`src/rtl/wash_phase_timer.sv`:
```
// Per-phase countdown timer for the washing-machine controller.
// Divides clk into coarse ticks, loads a mode-scaled duration for the selected
// phase and emits a one-cycle timer_done pulse when the countdown reaches zero.
module wash_phase_timer #(
    parameter int CLK_DIV = 1000,
    parameter int CNT_W   = 12,
    parameter int SOAK_T  = 20,
    parameter int WASH_T  = 40,
    parameter int RINSE_T = 30,
    parameter int SPIN_T  = 15
) (
    input  logic             clk,
    input  logic             rst_n,
    input  logic             timer_enable,
    input  logic [1:0]       phase_sel,
    input  logic             mode1,
    input  logic             mode2,
    input  logic             mode3,
    input  logic             pause,
    output logic             timer_done,
    output logic [CNT_W-1:0] remaining,
    output logic             running
);

    localparam int PS_W = $clog2(CLK_DIV);
    localparam logic [PS_W-1:0] PS_LAST = PS_W'(CLK_DIV - 1);

    typedef enum logic [1:0] {
        IDLE    = 2'b00,
        RUN     = 2'b01,
        PAUSED  = 2'b10,
        EXPIRED = 2'b11
    } state_t;

    typedef enum logic [1:0] {
        MODE_LIGHT  = 2'b01,
        MODE_NORMAL = 2'b10,
        MODE_HEAVY  = 2'b11
    } mode_t;

    state_t          state;
    mode_t           mode_q;
    mode_t           mode_in;
    mode_t           load_mode;
    logic [1:0]      phase_q;
    logic            en_q;
    logic [PS_W-1:0] prescaler;
    logic            rising;
    logic            load;
    logic [CNT_W-1:0] load_value;

    function automatic logic [CNT_W-1:0] phase_base(input logic [1:0] ph);
        case (ph)
            2'b00:   return CNT_W'(SOAK_T);
            2'b01:   return CNT_W'(WASH_T);
            2'b10:   return CNT_W'(RINSE_T);
            default: return CNT_W'(SPIN_T);
        endcase
    endfunction

    function automatic logic [CNT_W-1:0] scale(input logic [CNT_W-1:0] base, input mode_t md);
        logic [CNT_W-1:0] half;
        half = base >> 1;
        case (md)
            MODE_LIGHT: return (half == '0) ? CNT_W'(1) : half;
            MODE_HEAVY: return base << 1;
            default:    return base;
        endcase
    endfunction

    // Mode priority decode of the raw mode inputs (heavy > normal > light, default normal).
    always_comb begin
        mode_in = MODE_NORMAL;
        if (mode3)
            mode_in = MODE_HEAVY;
        else if (mode2)
            mode_in = MODE_NORMAL;
        else if (mode1)
            mode_in = MODE_LIGHT;
    end

    // Load detection: a fresh enable latches the mode, a phase change reuses the held mode.
    always_comb begin
        rising     = timer_enable & ~en_q;
        load       = rising | (timer_enable & (phase_sel != phase_q));
        load_mode  = rising ? mode_in : mode_q;
        load_value = scale(phase_base(phase_sel), load_mode);
    end

    // Phase FSM with registered outputs; priority disable > load > pause > tick.
    always_ff @(posedge clk or negedge rst_n) begin
        if (!rst_n) begin
            state      <= IDLE;
            remaining  <= '0;
            prescaler  <= '0;
            timer_done <= 1'b0;
            running    <= 1'b0;
            mode_q     <= MODE_NORMAL;
            phase_q    <= 2'b00;
            en_q       <= 1'b0;
        end else begin
            en_q       <= timer_enable;
            timer_done <= 1'b0;
            if (!timer_enable) begin
                state     <= IDLE;
                remaining <= '0;
                prescaler <= '0;
                running   <= 1'b0;
            end else if (load) begin
                mode_q    <= load_mode;
                phase_q   <= phase_sel;
                remaining <= load_value;
                prescaler <= '0;
                // A reload while held paused stays paused with the fresh value.
                if (state == PAUSED && pause) begin
                    state   <= PAUSED;
                    running <= 1'b0;
                end else begin
                    state   <= RUN;
                    running <= 1'b1;
                end
            end else begin
                case (state)
                    RUN: begin
                        if (pause) begin
                            state   <= PAUSED;
                            running <= 1'b0;
                        end else if (prescaler == PS_LAST) begin
                            prescaler <= '0;
                            remaining <= remaining - CNT_W'(1);
                            if (remaining == CNT_W'(1)) begin
                                state      <= EXPIRED;
                                running    <= 1'b0;
                                timer_done <= 1'b1;
                            end
                        end else begin
                            prescaler <= prescaler + PS_W'(1);
                        end
                    end
                    PAUSED: begin
                        if (!pause) begin
                            state   <= RUN;
                            running <= 1'b1;
                        end
                    end
                    default: begin
                        running <= 1'b0;
                    end
                endcase
            end
        end
    end

endmodule

```
`config.mk`:
```
export PLATFORM = sky130hd
export DESIGN_NAME = wash_phase_timer
export DESIGN_NICKNAME = d
export VERILOG_FILES = /design/src/rtl/wash_phase_timer.sv
export SDC_FILE = /design/constraint.sdc
export NUM_CORES = 1
export LEC_CHECK = 0
export ABC_AREA = 0
export CAP_MARGIN = 5
export CORE_MARGIN = 1.5
export CORE_UTILIZATION = 45
export CTS_CLUSTER_DIAMETER = 30
export DETAILED_ROUTE_END_ITERATION = 12
export GPL_TIMING_DRIVEN = 0
export PLACE_DENSITY_LB_ADDON = 0.3
export RECOVER_POWER = 25
export SETUP_SLACK_MARGIN = 0.05
export SLEW_MARGIN = 0
export SYNTH_ARGS = -nofsm -noshare
export SYNTH_HDL_FRONTEND = slang
export SYNTH_SLANG_ARGS = --single-unit
```
`constraint.sdc`:
```
create_clock -name clk -period 2.4 [get_ports clk]
set_input_delay 0.48 -clock clk [delete_from_list [all_inputs] [get_ports clk]]
set_output_delay 0.48 -clock clk [all_outputs]
set_load 0.01 [all_outputs]
```
==> flow_metrics.env, run 1 <==
export IMPL_status="finished, violations left"
export IMPL_violations="max-capacitance violations, max-slew violations"
export IMPL_synth_xor_area_share_pct=10.0
export IMPL_initial_core_util_pct=47.7
export IMPL_postRouteAntennaNets=0
export IMPL_drt_first_pass_iters=4
export IMPL_routed_wl_um=4100
export IMPL_switchingPower_uw=369
export IMPL_crit_required_ns=2.57
export IMPL_dp_slack_ns=-0.258
export IMPL_core_rowCount=23
export IMPL_cts_buffer_depth=2
export IMPL_combPwrFrac_pct=21.1
export IMPL_hold_slack_ns=0.500
export IMPL_synth_seq_cells=31
export IMPL_viasPerCell=5.76
export IMPL_crit_type="in2reg"
export IMPL_yosys_area_share_simple_pct=23.4
export IMPL_avgSynthCellArea_um2=9.46
export IMPL_synth_seq_area_share_pct=39.9
export IMPL_grt_pass1_vias=1565
export IMPL_switching_share_pct=29.1
export IMPL_slew_headroom_pct=-13.9
export IMPL_startpoint_type="input pin"
export IMPL_grt_total_usage_pct=20.8
export IMPL_setup_viol=0
export IMPL_yosys_warnings=0
export IMPL_antenna_found_initial=0
export IMPL_ys_types=54
export IMPL_finalHoldViolCount=0
export IMPL_setup_ws_ns=0.217
export IMPL_fin_total_pwr_uw=1270
export IMPL_met2WireLength_um=1880
export IMPL_grt_ovfl_total=0
export IMPL_min_period_over_period_pct=91.0
export IMPL_post_cts_buffers=0
export IMPL_finalNetCount=247
export IMPL_slew_violations=32
export IMPL_routedWlPerCell_um=14.5
export IMPL_top_layer="met4"
export IMPL_synth_edf_count=0
export IMPL_die_w_um=68.8
export IMPL_pwr_density_cell_nw_per_um2=549
export IMPL_clkLatencyLatePin_ns=0.28
export IMPL_rsz0062_at_grt="false"
export IMPL_ff2ff_path_depth=7
export IMPL_yosys_most_used_dff="dfrtp_1"
export IMPL_hold_path_class="in2reg"
export IMPL_path_max_fanout=8
export IMPL_final_common_cell="dfrtp_1"
export IMPL_power_frac_seq_pct=45.9
export IMPL_dp_hpwl_um=2970
export IMPL_met3RoutedLength_um=133
export IMPL_internal_power_uw=898
export IMPL_hp_start="phase_sel[1]"
export IMPL_min_delay_path_depth=2
export IMPL_netlist_area_um2=1950
export IMPL_path_clk_slew_ns=0.06
export IMPL_met1Wirelength_um=2020
export IMPL_coreArea_um2=4090
export IMPL_dieArea_um2=4730
export IMPL_io_buffers=20
export IMPL_clockPowerShare_pct=33.0
export IMPL_cp_end_kind="flop"
export IMPL_area_delta_synth_final_pct=18.4
export IMPL_routabilityCongestion=0.888
export IMPL_drc=0
export IMPL_synth_top_family_by_area="simple AND/OR/NAND/NOR gates"
export IMPL_ctsHtreeMaxLevel=2
export IMPL_p_leak_uw=0.000936
export IMPL_synth_fp_nets=220
export IMPL_fmax_mhz=458
export IMPL_crit_arrival_ns=2.36
export IMPL_n_fill_cell=374
export IMPL_diodes=0
export IMPL_synthAdderAreaFrac_pct=3.21
export IMPL_tightest_slew_ns=1.71
export IMPL_netlist_instances=206
export IMPL_ios=23
export IMPL_cts_sink_count=31
export IMPL_fin_util_pct=56.5
export IMPL_synthArstFlopShare_pct=100
export IMPL_synth_compound_area_share_pct=15.9
export IMPL_drive_above_1_share_pct=9.87
export IMPL_reg2reg_slack_ns=0.42
export IMPL_clockRootBuffer="clkbuf_8"
export IMPL_ir_drop_mv=0.384
export IMPL_period_minus_slack_ns=2.18
export IMPL_via_count=1631
export IMPL_cap_viol_max_count=1
export IMPL_critPathLaunch="timer_enable"
export IMPL_cts_tree="yes"
export IMPL_skew_ns=0.00281
export IMPL_r2r_start="remaining[1]$_DFFE_PN0P_"
export IMPL_synth_mux_area_share_pct=2.18
export IMPL_tns_ns=0
export IMPL_die_y_um=68.8
export IMPL_cts_buffers=5
export IMPL_grt_max_degree=32
export IMPL_drt_initial_drc_count=57
export IMPL_grt_pass1_wl_um=7180
export IMPL_final_cell_mix="dfrtp_1 (30), nor2_1 (22), clkdlybuf4s50_1 (19)"
worst max-delay path, stage by stage:
cell             delay [ns]
clkdlybuf4s50_1        0.46
buf_2                  0.21
nor2b_1                0.14
buf_2                  0.18
nor3b_4                0.27
nor2_1                 0.13
a22o_1                 0.22
o221a_2                0.26
synthesized netlist by cell type (3+ instances only):
cell / instances / area [µm²]
a21oi_1: 7 / 35.0
o22ai_1: 3 / 18.8
o211ai_1: 5 / 37.5
a31oi_1: 3 / 18.8
dfrtp_1: 30 / 751
o21ai_0: 8 / 40.0
nand2_1: 16 / 60.1
nand4_1: 4 / 25.0
ha_1: 5 / 62.6
nor3_1: 3 / 15.0
nor2b_1: 3 / 18.8
xnor2_1: 5 / 43.8
clkbuf_1: 6 / 22.5
inv_1: 10 / 37.5
xor2_1: 11 / 96.3
o2111ai_1: 4 / 35.0
nor4b_1: 5 / 43.8
nor2_1: 22 / 82.6
nand3_1: 8 / 40.0
flip-flops by register name, indices dropped and copies added, names as in the netlist:
signal,cells
prescaler,10
mode_q,2
state,2
remaining,12
timer_done,1
phase_q,2
en_q,1
running,1
metrics by stage:
| stage | cell area (µm²) | instances |
|---|---|---|
| floorplan | 1950 | 206 |
| global placement | 2210 | 276 |
| detailed placement | 2210 | 276 |
| CTS | 2300 | 283 |
| global route | 2310 | 283 |
| finish | 2310 | 283 |
area by class of cell:
class / instances / area (µm²) / share of cell area, %
sequential: 31 / 777 / 33.7
clock buffer: 6 / 82.6 / 3.58
buffer: 12 / 67.6 / 2.93
multi-input combinational: 153 / 1080 / 46.9
inverter: 10 / 37.5 / 1.63
clock inverter: 1 / 5.00 / 0.217
tap: 50 / 62.6 / 2.71
timing repair buffer: 20 / 194 / 8.41
per-layer routing:
metal | track usage, % | vias to the layer above
met5 | 0 | -
met4 | 7.35 | 0
met2 | 34.6 | 33
li1 | - | 798
met3 | 4.87 | 8
met1 | 26.3 | 792
worst paths after layout:
| check | to |
|---|---|
| min reg2reg | prescaler[8]$_DFFE_PN0P_ |
| min in group asynchronous | remaining[7]$_DFFE_PN0P_ |
| max reg2reg | state[1]$_DFFE_PN0P_ |
| max | remaining[4]$_DFFE_PN0P_ |
| min | phase_q[1]$_DFFE_PN0P_ |
| max in group asynchronous | remaining[4]$_DFFE_PN0P_ |
what timing repair did:
action                     4_1_cts  5_1_grt
hold buffers                     0        0
pin swaps                        0        1
resized for setup                1        1
setup endpoints to repair        2        4
power groups by stage:
stage	logic (µW)	clock network, µW	registers, µW
floorplan	170	0	592
global placement	263	0	590
detailed placement	265	0	591
CTS	267	429	582
global route	298	450	585
finish	267	418	581
cell families after synthesis:
group                      after synthesis
AOI/OAI and AO/OA                       45
adders and majority gates                5
muxes                                    4
buffers and inverters                   22
DFF                                     31
and+or+nand+nor                         81
xor gates and xnor gates                18
No activity file was read; power rests on OpenSTA's default activity.
==> inputs of run 2 (changes only) <==
RECOVER_POWER = 50   (was 25)
==> run 2 against run 1 <==
  * Global-route usage did not move
  * Sequential power about the same
  * Worst hold slack about the same
  * First-iteration DRC count unchanged
  * Critical path type unchanged
  * Largest cell class unchanged
  * Critical endpoint unchanged
  * The run still ends with max-capacitance violations, max-slew violations left
  * Design area is the same
  * Cell count did not move
  * Sequential share of layout area unchanged
  * Maximum frequency hardly changed
  * Non-clock buffer count did not move
==> flow_metrics.env, run 2 (synthesized netlist as in run 1, its figures left out) <==
export IMPL_status="finished, violations left"
export IMPL_violations="max-capacitance violations, max-slew violations"
export IMPL_startpoint_type="input pin"
export IMPL_cp_slowest_stage_delay_ns=0.46
export IMPL_crit_end="remaining[4]$_DFFE_PN0P_"
export IMPL_fin_total_pwr_uw=1270
export IMPL_critPathBufInv=3
export IMPL_ff_latch_area_um2=777
export IMPL_slew_headroom_pct=-13.9
export IMPL_drive_above_1_share_pct=9.87
export IMPL_routedWlPerCell_um=14.5
export IMPL_critPathLaunch="timer_enable"
export IMPL_grt_pass1_vias=1565
export IMPL_top_register="remaining"
export IMPL_r2r_start="remaining[1]$_DFFE_PN0P_"
export IMPL_diodes=0
export IMPL_dieArea_um2=4730
export IMPL_drt_first_pass_iters=4
export IMPL_drc=0
export IMPL_core_rowCount=23
export IMPL_via_count=1634
export IMPL_drt_initial_drc_count=57
export IMPL_fin_cells=283
export IMPL_die_y_um=68.8
export IMPL_path_clk_slew_ns=0.06
export IMPL_cp_common_cell="buf_2"
export IMPL_cap_viol_max_count=1
export IMPL_crit_type="in2reg"
export IMPL_setup_ws_ns=0.217
export IMPL_dp_hpwl_um=2970
export IMPL_antenna_found_initial=0
export IMPL_grt_pass1_wl_um=7180
export IMPL_grt_total_usage_pct=20.8
export IMPL_io_buffers=20
export IMPL_crit_arrival_ns=2.36
export IMPL_crit_required_ns=2.57
export IMPL_final_cell_mix="dfrtp_1 (30), nor2_1 (22), nand2_1 (16), clkdlybuf4s50_1 (16), xor2_1 (11)"
export IMPL_initial_core_util_pct=47.7
export IMPL_grt_ovfl_total=0
export IMPL_viasPerCell=5.77
export IMPL_multiInputGateArea_um2=1080
export IMPL_clockRootBuffer="clkbuf_8"
export IMPL_cts_sink_count=31
export IMPL_postRouteAntennaNets=0
export IMPL_dp_slack_ns=-0.258
export IMPL_min_delay_path_depth=2
export IMPL_cp_num_cells=8
export IMPL_ctsHtreeMaxLevel=2
export IMPL_setup_viol=0
export IMPL_fin_util_pct=56.5
export IMPL_largest_reg_flops=12
export IMPL_ir_drop_mv=0.384
export IMPL_cpMaxStageDelayCell="clkdlybuf4s50_1"
export IMPL_finalNetCount=247
export IMPL_coreArea_um2=4090
export IMPL_cp_end_kind="flop"
export IMPL_hold_slack_ns=0.500
export IMPL_ff2ff_path_depth=7
export IMPL_reg_top3="remaining x12, prescaler x10"
export IMPL_min_period_over_period_pct=91.0
export IMPL_dp_cells=276
export IMPL_rsz0062_at_grt="false"
export IMPL_slew_violations=32
export IMPL_die_w_um=68.8
export IMPL_crit_chain="clkdlybuf4s50_1 -> buf_2 -> nor2b_1 -> buf_2 -> nor3b_4 -> nor2_1 -> a22o_1 -> o221a_2"
export IMPL_cts_buffer_depth=2
export IMPL_final_common_cell="dfrtp_1"
export IMPL_post_cts_buffers=0
export IMPL_p_leak_uw=0.000942
export IMPL_ios=23
export IMPL_fmax_mhz=458
export IMPL_hold_path_class="in2reg"
export IMPL_cts_buffers=5
export IMPL_holdBufCountCts=0
export IMPL_pwr_density_cell_nw_per_um2=548
export IMPL_finalHoldViolCount=0
export IMPL_reg2reg_slack_ns=0.43
export IMPL_path_delay_family="buffers and inverters"
export IMPL_routed_wl_um=4100
export IMPL_tightest_slew_ns=1.71
export IMPL_area_delta_synth_final_pct=18.4
export IMPL_grt_max_degree=32
export IMPL_clkLatencyLatePin_ns=0.28
export IMPL_cts_tree="yes"
export IMPL_routabilityCongestion=0.888
export IMPL_r2r_end="state[1]$_DFFE_PN0P_"
export IMPL_period_minus_slack_ns=2.18
export IMPL_path_max_fanout=8
export IMPL_n_fill_cell=374
export IMPL_skew_ns=0.00281
==> run 2: cell count changes in the layout (fill, tap and decap cells not counted) <==
cell             change
clkdlybuf4s50_1      -3
dlygate4sd3_1        +3
==> run 2: final cells by class <==
class | instances | area share (%)
Tap cell | 50 | 2.71
Sequential cell | 31 | 33.7
Clock inverter | 1 | 0.217
Clock buffer | 6 | 3.58
Buffer | 12 | 2.93
Inverter | 10 | 1.63
Timing Repair Buffer | 20 | 8.41
Multi-Input combinational cell | 153 | 46.9
==> run 2: per-stage QoR <==
stage	area (µm²)	TNS (ns)
2_1_floorplan	1950	0
3_3_place_gp	2210	-2.24
3_5_place_dp	2210	-2.03
4_1_cts	2300	0
5_1_grt	2310	0
6_report	2310	0
==> run 2: worst min-delay path by stage <==
stage	from	to
after floorplan	rst_n	en_q$_DFF_PN0_
after global routing	phase_sel[0]	phase_q[0]$_DFFE_PN0P_
after CTS	rst_n	remaining[7]$_DFFE_PN0P_
after global placement	prescaler[8]$_DFFE_PN0P_	prescaler[8]$_DFFE_PN0P_
after detailed placement	prescaler[8]$_DFFE_PN0P_	prescaler[8]$_DFFE_PN0P_
final	phase_sel[1]	phase_q[1]$_DFFE_PN0P_
==> run 2: metal layers <==
| layer | GRT usage (%) | up-vias | routed length, µm |
|---|---|---|---|
| met5 | 0 | - | 0 |
| met3 | 4.87 | 8 | 141 |
| met4 | 7.35 | 0 | 68 |
| met1 | 26.3 | 790 | 2010 |
| li1 | - | 798 | - |
| met2 | 34.6 | 38 | 1880 |
==> run 2: power breakdown <==
group | switching (µW) | internal [µW] | leakage, µW
combinational | 143 | 122 | 0.000486
sequential | 32.1 | 549 | 0.000409
clock | 194 | 225 | 0.0000470
==> run 2: repair_timing <==
| action | 4_1_cts | 5_1_grt |
|---|---|---|
| setup endpoints to repair | 2 | 4 |
| hold endpoints to repair | 0 | 0 |
| gates resized for setup | 1 | 1 |
| pin swaps | 0 | 1 |
==> inputs of run 3 (changes only) <==
clock period = 2.1 ns   (was 2.4 ns; I/O delays follow)
==> run 3 against run 2 <==
  * The flow still finishes with violations (max-capacitance violations, max-slew violations)
  * Combinational power increased by 23%
  * Clock power increased by 15%
  * Count of clock-buffer cells in the layout unchanged
  * Sequential power increased by 15%
  * Wire length increased by 4.6%
  * Worst hold slack got worse by 0.062 ns
  * First-iteration DRC count increased by 7.0%
  * Die area unchanged
  * Critical path type is now reg2reg
  * Largest cell class unchanged
  * Highest routed layer unchanged
==> flow_metrics.env, run 3 (synthesized netlist as in run 1, its figures left out) <==
export IMPL_status="finished, violations left"
export IMPL_violations="max-capacitance violations, max-slew violations"
export IMPL_routed_wl_um=4280
export IMPL_crit_type="reg2reg"
export IMPL_grt_total_usage_pct=20.9
export IMPL_drt_first_pass_iters=4
export IMPL_dp_hpwl_um=2970
export IMPL_fmax_mhz=513
export IMPL_cts_buffer_depth=2
export IMPL_hold_path_class="in2reg"
export IMPL_crit_required_ns=2.33
export IMPL_startpoint_type="flop"
export IMPL_grt_pass1_vias=1578
export IMPL_fin_total_pwr_uw=1470
export IMPL_largest_reg_flops=12
export IMPL_tns_ns=0
export IMPL_top_register="remaining"
export IMPL_slew_violations=32
export IMPL_coreArea_um2=4090
export IMPL_ir_drop_mv=0.405
export IMPL_cp_end_kind="flop"
export IMPL_finalNetCount=257
export IMPL_die_w_um=68.8
export IMPL_drc=0
export IMPL_hold_slack_ns=0.438
export IMPL_postRouteAntennaNets=0
export IMPL_cts_tree="yes"
export IMPL_grt_max_degree=32
export IMPL_ff2ff_path_depth=8
export IMPL_final_common_cell="dfrtp_1"
export IMPL_clkLatencyLatePin_ns=0.29
export IMPL_viasPerCell=5.65
export IMPL_routedWlPerCell_um=14.6
export IMPL_fin_util_pct=59.2
export IMPL_setup_viol=0
export IMPL_p_leak_uw=0.00101
export IMPL_diodes=0
export IMPL_skew_ns=0.00322
export IMPL_antenna_found_initial=0
export IMPL_initial_core_util_pct=47.7
export IMPL_grt_ovfl_total=0
export IMPL_tightest_slew_ns=1.70
export IMPL_holdBufCountCts=0
export IMPL_io_buffers=20
export IMPL_cts_sink_count=31
export IMPL_grt_pass1_wl_um=7240
export IMPL_final_cell_mix="dfrtp_1 (30), nor2_1 (21), clkdlybuf4s50_1 (17)"
export IMPL_path_clk_slew_ns=0.06
export IMPL_path_max_fanout=6
export IMPL_cap_viol_max_count=1
export IMPL_via_count=1654
export IMPL_rsz0062_at_grt="false"
export IMPL_reg_top3="remaining x12, prescaler x10"
export IMPL_ctsHtreeMaxLevel=2
export IMPL_routabilityCongestion=0.888
export IMPL_dieArea_um2=4730
export IMPL_cts_buffers=5
export IMPL_die_y_um=68.8
export IMPL_period_minus_slack_ns=1.95
export IMPL_min_delay_path_depth=2
export IMPL_finalHoldViolCount=0
export IMPL_crit_arrival_ns=2.18
export IMPL_drt_initial_drc_count=61
export IMPL_n_fill_cell=363
export IMPL_pwr_density_cell_nw_per_um2=609
export IMPL_min_period_over_period_pct=92.9
export IMPL_ios=23
export IMPL_slew_headroom_pct=-13.2
export IMPL_core_rowCount=23
export IMPL_clockRootBuffer="clkbuf_8"
export IMPL_area_delta_synth_final_pct=24.2
export IMPL_drive_above_1_share_pct=16.0
## run 3: cell count changes in the layout (fill, tap and decap cells not counted), sizes merged
cell,before,now
buf,5,14
dlygate4sd3,3,1
clkbuf,14,15
clkdlybuf4s50,16,17
dlymetal6s2s,0,1
## run 3: layout make-up
| cell class | count | area [µm²] | share of cell area [%] |
|---|---|---|---|
| Tap cell | 50 | 62.6 | 2.59 |
| Multi-Input combinational cell | 153 | 1110 | 45.7 |
| Timing Repair Buffer | 30 | 272 | 11.2 |
| Clock inverter | 1 | 5.00 | 0.207 |
| Sequential cell | 31 | 777 | 32.1 |
| Buffer | 12 | 77.6 | 3.21 |
| Clock buffer | 6 | 82.6 | 3.41 |
| Inverter | 10 | 37.5 | 1.55 |
## run 3: routing by layer
metal  vias up  routed length [µm]  GRT usage, %
li1        817                   -             -
met3         8                 148          4.87
met1       793                2070          26.3
met2        36                1990          35.1
met4         0                  78          7.35
met5         -                   0             0
## run 3: worst paths after layout
kind	startpoint	to	slack (ns)
max	state[0]$_DFFE_PN0P_	prescaler[9]$_DFFE_PN0P_	0.15
min	phase_sel[1]	phase_q[1]$_DFFE_PN0P_	0.44
max reg2reg	state[0]$_DFFE_PN0P_	prescaler[9]$_DFFE_PN0P_	0.15
min reg2reg	prescaler[8]$_DFFE_PN0P_	prescaler[8]$_DFFE_PN0P_	0.52
max in group asynchronous	rst_n	state[1]$_DFFE_PN0P_	0.55
min in group asynchronous	rst_n	remaining[7]$_DFFE_PN0P_	0.56
## run 3: through the flow
stage	cell area [µm²]	setup WS, ns	std cells
final	2420	0.149	293
after global routing	2420	0.0365	293
after CTS	2320	0.0850	284
after detailed placement	2210	-0.498	276
after global placement	2210	-0.512	276
after floorplan	1950	0.288	206
## run 3: report_power, final
group | switching [µW] | leakage, µW | total [µW] | internal, µW
clock network | 225 | 0.0000470 | 482 | 257
registers | 39.3 | 0.000409 | 667 | 628
logic | 168 | 0.000558 | 326 | 157
total | 433 | 0.00101 | 1470 | 1040
## run 3: worst max-delay path, stage by stage, from the launching register on
cell	delay, ns
dfrtp_1	0.41
ha_1	0.25
nand2b_4	0.12
nor4_4	0.06
buf_4	0.15
or2_1	0.19
clkbuf_2	0.14
or4_1	0.51
nand2_1	0.07
## run 3: timing repair
item                       in CTS  in global routing
resized for setup               4                 11
buffers inserted                1                  9
setup endpoints to repair      13                  8
pin swaps                       1                  4
